===== src/rtl/arc_pkg.sv =====
// Shared definitions for the ARC MIPS fetch stage: FSM state encoding and PC constants.
package arc_pkg;

  typedef enum logic [1:0] {
    RST  = 2'd0,
    RUN  = 2'd1,
    HALT = 2'd2
  } fetch_state_t;

  localparam logic [31:0] PC_INC               = 32'd4;
  localparam logic [31:0] DEFAULT_RESET_VECTOR = 32'h0000_0000;

endpackage


===== src/rtl/if_pcadd4.sv =====
// Fetch-side PC+4 incrementer, the counterpart of the EX branch adder; wraps modulo 2^32.
module if_pcadd4
  import arc_pkg::*;
(
  input  logic [31:0] pc,
  output logic [31:0] pc_add4
);

  assign pc_add4 = pc + PC_INC;

endmodule


===== src/rtl/if_pc_fetch.sv =====
// Fetch-stage PC unit: holds PC, issues imem requests with valid/ready, buffers
// redirects that arrive while a request is outstanding, and flags the wrong-path fetch.
module if_pc_fetch
  import arc_pkg::*;
#(
  parameter logic [31:0] RESET_VECTOR = DEFAULT_RESET_VECTOR
) (
  input  logic        i_clk,
  input  logic        i_rst_n,
  input  logic        i_en_stallF,
  input  logic        i_sel_pcsrcE,
  input  logic [31:0] i_addr_pcbranchE,
  input  logic        i_sel_jumpD,
  input  logic [31:0] i_addr_jumpD,
  input  logic        i_ready_imemF,
  output logic        o_valid_imemF,
  output logic [31:0] o_addr_pcF,
  output logic [31:0] o_addr_pcadd4F,
  output logic        o_en_fireF,
  output logic        o_flag_killF,
  output logic        o_flag_misalignF
);

  fetch_state_t state, state_next;
  logic [31:0]  pc, pc_next;
  logic         pend_valid, pend_valid_next;
  logic [31:0]  pend_addr, pend_addr_next;
  logic [31:0]  pc_add4;
  logic         redirect_live;
  logic [31:0]  redirect_tgt;
  logic         pc_load;
  logic         fire;

  if_pcadd4 u_pcadd4 (
    .pc      (pc),
    .pc_add4 (pc_add4)
  );

  // A resolved branch is older than a decoded jump, so it takes priority.
  assign redirect_live = i_sel_pcsrcE | i_sel_jumpD;
  assign redirect_tgt  = i_sel_pcsrcE ? i_addr_pcbranchE : i_addr_jumpD;

  assign o_valid_imemF    = (state == RUN);
  assign fire             = o_valid_imemF & i_ready_imemF & ~i_en_stallF;
  assign o_en_fireF       = fire;
  assign o_flag_killF     = fire & pend_valid;
  assign o_flag_misalignF = (state == HALT);
  assign o_addr_pcF       = pc;
  assign o_addr_pcadd4F   = pc_add4;

  always_comb begin
    state_next      = state;
    pc_next         = pc;
    pend_valid_next = pend_valid;
    pend_addr_next  = pend_addr;
    pc_load         = 1'b0;

    unique case (state)
      RST: begin
        state_next = RUN;
        if (redirect_live) begin
          pc_next = redirect_tgt;
          pc_load = 1'b1;
        end
      end
      RUN: begin
        if (fire) begin
          pc_load         = 1'b1;
          pend_valid_next = 1'b0;
          if (i_sel_pcsrcE)     pc_next = i_addr_pcbranchE;
          else if (pend_valid)  pc_next = pend_addr;
          else if (i_sel_jumpD) pc_next = i_addr_jumpD;
          else                  pc_next = pc_add4;
        end else if (i_sel_pcsrcE) begin
          pend_valid_next = 1'b1;
          pend_addr_next  = i_addr_pcbranchE;
        end else if (i_sel_jumpD && !pend_valid) begin
          // An already-held target is older than this jump and must survive.
          pend_valid_next = 1'b1;
          pend_addr_next  = i_addr_jumpD;
        end
      end
      HALT: begin
        if (redirect_live) begin
          pc_next    = redirect_tgt;
          pc_load    = 1'b1;
          state_next = RUN;
        end
      end
      default: begin
        state_next = RST;
      end
    endcase

    if (pc_load && (pc_next[1:0] != 2'b00)) begin
      state_next = HALT;
    end
  end

  always_ff @(posedge i_clk or negedge i_rst_n) begin
    if (!i_rst_n) begin
      state      <= RST;
      pc         <= RESET_VECTOR;
      pend_valid <= 1'b0;
      pend_addr  <= 32'd0;
    end else begin
      state      <= state_next;
      pc         <= pc_next;
      pend_valid <= pend_valid_next;
      pend_addr  <= pend_addr_next;
    end
  end

endmodule


===== config.mk =====
export PLATFORM = sky130hd
export DESIGN_NAME = if_pc_fetch
export DESIGN_NICKNAME = d
export VERILOG_FILES = /design/src/rtl/arc_pkg.sv /design/src/rtl/if_pcadd4.sv /design/src/rtl/if_pc_fetch.sv
export SDC_FILE = /design/constraint.sdc
export NUM_CORES = 1
export LEC_CHECK = 0
export ABC_AREA = 1
export CAP_MARGIN = 20
export CORE_UTILIZATION = 35
export CTS_BUF_LIST = sky130_fd_sc_hd__clkbuf_16
export DETAILED_ROUTE_END_ITERATION = 8
export PLACE_DENSITY_LB_ADDON = 0.25
export SLEW_MARGIN = 30
export SYNTH_ARGS = -nofsm -noshare
export SYNTH_HDL_FRONTEND = slang
export SYNTH_SLANG_ARGS = --single-unit

===== constraint.sdc =====
create_clock -name i_clk -period 2.25 [get_ports i_clk]
set_input_delay 0.45 -clock i_clk [delete_from_list [all_inputs] [get_ports i_clk]]
set_output_delay 0.45 -clock i_clk [all_outputs]
set_load 0.005 [all_outputs]

==> out/qor.csv <==
metric,value,unit
worst-skew pair later-pin latency,0.34,ns
clock root buffer master,clkbuf_16,
post-DR wirelength/cell,15.7,um
Die Height,122,um
critical path required time,1.80,ns
Pins Over Slew Limit,0,
vias in the first global route,5508,
Clock Skew,0.00422,ns
"Hold-fix buffers, CTS",0,
placed cell count,1082,
core area,0.0139,mm2
"Slowest-stage cell, CP",dfrtp_1,
worst slack at placement,-0.0905,ns
initial antenna violation count,0,
layout cells sized above 1,26.9,%
slew of the pin with the lowest slew margin,0.562,ns
fin cells,1151,
XOR/XNOR Fraction of Synth Area,2.26,%
Fin Hold WS,0.132,ns
Syn Nets,821,
Power Density,1180,mW/mm2
RR Endpoint,o_addr_pcF[28],
Mapped Cells,750,
worst vdd ir,0.563,mV
min-delay worst type,in2async,
drt first pass iters,4,
Area Growth Syn to Fin,55.9,%
sw frac,40.5,%
Slew HR,62.5,%
final hold violation count,0,
DR iter-0 viols,367,
Rows,43,
Syn Std Cell Area,0.00504,mm2
Startpoint Class,flip-flop,
met3 WL,1090,um
Int Pwr,5.50,mW
largest net degree at the start of global routing,68,
DR top layer,met4,
Met1 Wirelength,7960,um
via count,5738,
CTS tree,built,
status,"finished, violations left",
maxcap violations,0,
antenna diode count,0,
yosys warns,0,
post-synthesis mux area share,6.41,%
RSZ-0062 raised after global routing,true,
die area,0.0149,mm2
Die X-Extent,122,um
grt ovf,0,
Worst R2R Setup Slack,0.15,ns
largest family of logic cells by synthesized area,simple AND/OR/NAND/NOR gates,
Multi-input gate area,0.00322,mm2
Reg power frac,25.3,%
"Distinct cells, synth",34,
Fin Setup TNS,-1.23,ns
f_max,414,MHz
NetSw,3.74,mW
"Seq/Total Area, Yosys",33.3,%
# setup viols final,18,
Tot Pwr,9.24,mW
Worst R2R Start,o_addr_pcF[3],
IO Pins,138,
FF/Latch Area,0.00168,mm2
CP Capture Type,primary output,
Max H-tree Level,3,
final RePlAce weighted congestion,0.844,
critical path arrival,1.96,ns
Mean Syn Cell Area,6.71,um2
port bufs,137,
failing checks,negative setup slack,
number of routed nets with antenna violations,0,
"Largest stage delay, worst path",0.40,ns
Clock power frac,13.7,%
# DRC,0,
Layout Nets,1038,
global-route wire length before repair,28300,um
clock buffer depth,2,
via/cell ratio,4.99,
CP cell instances,buf_4 > buf_6 > nand3_4 > inv_6 > nand2_8 > nor2_4 > buf_4 > nand2_1 > nand2_1 > nand2_2 > dlygate4sd2_1,
synthesized flop and latch total,67,
fillers,1318,
reg2reg path depth,18,
critical path type,reg2out,
final setup margin,-0.163,ns
CTS clock-pin slew for the worst setup and hold paths,0.06,ns
period utilization,107,%
Post-Synth Simple-Gate Area,36.8,%
gr usage total,24.9,%
fin crit period,2.41,ns
Starting Density,36.1,%
Routed WL,18000,um
crit path max fanout,4,
combinational share of power,61.0,%
crit path from,o_addr_pcF[2],
Adder-Cell Fraction of Synth Area,0.248,%
CTS Buf Count,9,
post-synthesis compound-gate area fraction,12.1,%
clock sinks,67,
met2 routed WL,8530,um
Leakage,3.67,nW
Detail Placement HPWL,12300,um
==> cells in the final DEF (no fill, tap or decap), types with 4 or more instances in the layout <==
master | synthesis | final
nand2_1 | 232 | 212
clkdlybuf4s50_1 | 0 | 105
nor2_1 | 112 | 104
buf_4 | 7 | 86
a21oi_1 | 67 | 67
dfrtp_1 | 67 | 62
inv_1 | 58 | 57
nand3_1 | 40 | 35
nand2_2 | 11 | 25
buf_6 | 1 | 22
o21ai_0 | 18 | 18
mux2_2 | 18 | 18
nor2_4 | 11 | 16
nor2_2 | 9 | 12
o211ai_1 | 10 | 10
nand3b_1 | 9 | 9
clkbuf_16 | 0 | 9
clkbuf_2 | 0 | 9
o21ai_1 | 8 | 8
mux2_4 | 8 | 8
inv_2 | 5 | 7
buf_2 | 14 | 7
nand2_4 | 2 | 6
dlygate4sd2_1 | 0 | 6
nand3_2 | 1 | 5
dfrtp_2 | 0 | 5
buf_12 | 0 | 5
clkinv_2 | 1 | 4
xnor2_4 | 0 | 4
xnor2_2 | 0 | 4
==> repair_timing <==
item | in CTS | in global routing
setup buffers | 42 | 17
resized for setup | 119 | 57
endpoints found under the setup margin | 28 | 26
gates cloned | 0 | 0
pin swaps | 36 | 30
==> how the worst max path moves through the flow <==
stage / slack [ns] / to / cells past startpoint
2_1_floorplan: 0.53 / o_addr_pcadd4F[24] / 7
6_report: -0.16 / o_addr_pcadd4F[21] / 11
3_3_place_gp: -0.08 / o_flag_killF / 6
3_5_place_dp: -0.09 / o_flag_killF / 6
5_1_grt: -0.24 / o_addr_pcadd4F[24] / 9
4_1_cts: -0.18 / o_addr_pcadd4F[10] / 6
==> cell usage after synthesis (all sizes together) <==
master / count / area share, %
dfrtp: 67 / 33
buf: 24 / 3.0
nand3b: 9 / 1.3
clkbuf: 14 / 1.0
o21bai: 2 / 0.30
o211ai: 10 / 1.5
o221ai: 2 / 0.35
clkinv: 1 / 0.099
a21boi: 1 / 0.15
o21ai: 28 / 2.9
a21oi: 67 / 6.7
nand3: 41 / 4.2
inv: 63 / 4.7
nor2: 132 / 12
mux2: 26 / 6.4
ha: 1 / 0.25
nand4: 2 / 0.25
nand2: 245 / 19
xor2: 4 / 0.70
a31oi: 2 / 0.25
xnor2: 9 / 1.6
==> area by class of cell <==
| cell class | instances | area share (%) |
|---|---|---|
| clock buffer | 9 | 2.87 |
| clock inverter | 6 | 0.335 |
| inverter | 64 | 3.14 |
| multi-input combinational | 581 | 41.0 |
| sequential | 67 | 21.4 |
| tap | 180 | 2.87 |
| timing repair buffer | 244 | 28.3 |
==> routing by layer <==
metal  vias to the layer above  track usage (%)
li1                       2814                -
met5                         -                0
met3                        32             4.21
met4                         0             9.03
met2                       200             40.4
met1                      2692             33.1
==> power groups by stage <==
stage	logic, mW	registers, mW	clock network (mW)
2_1_floorplan	2.45	2.35	0
3_3_place_gp	4.98	2.33	0
3_5_place_dp	5.01	2.33	0
4_1_cts	5.40	2.31	1.28
5_1_grt	6.15	2.41	1.32
6_report	5.63	2.34	1.26
==> cells by family after synthesis <==
logic type               Yosys count
AND/OR/NAND/NOR                  429
AO/OA/AOI/OAI                    112
multiplexers                      26
adder cells (fa/ha/maj)            1
flip-flops                        67
buffers and inverters            102
XOR/XNOR                          13
==> state kept, by name (all words and copies together) (netlist names) <==
register	count
o_addr_pcF	32
pend_addr	32
pend_valid	1
state	2
==> per-stage QoR <==
step                      instance area (um2)  utilization, %
after floorplan                          5040               -
after global placement                   6850            49.2
after detailed placement                 6850            49.2
after CTS                                7620            54.7
after global routing                     7850            56.3
final                                    7850            56.3
==> critical path: cells and delay by family, from the launching register on <==
kind	cells	cell delay [ns]
buf+inv	5	0.72
simple gates	6	0.50
flops	1	0.40
Power figures use the tool's default switching activity.
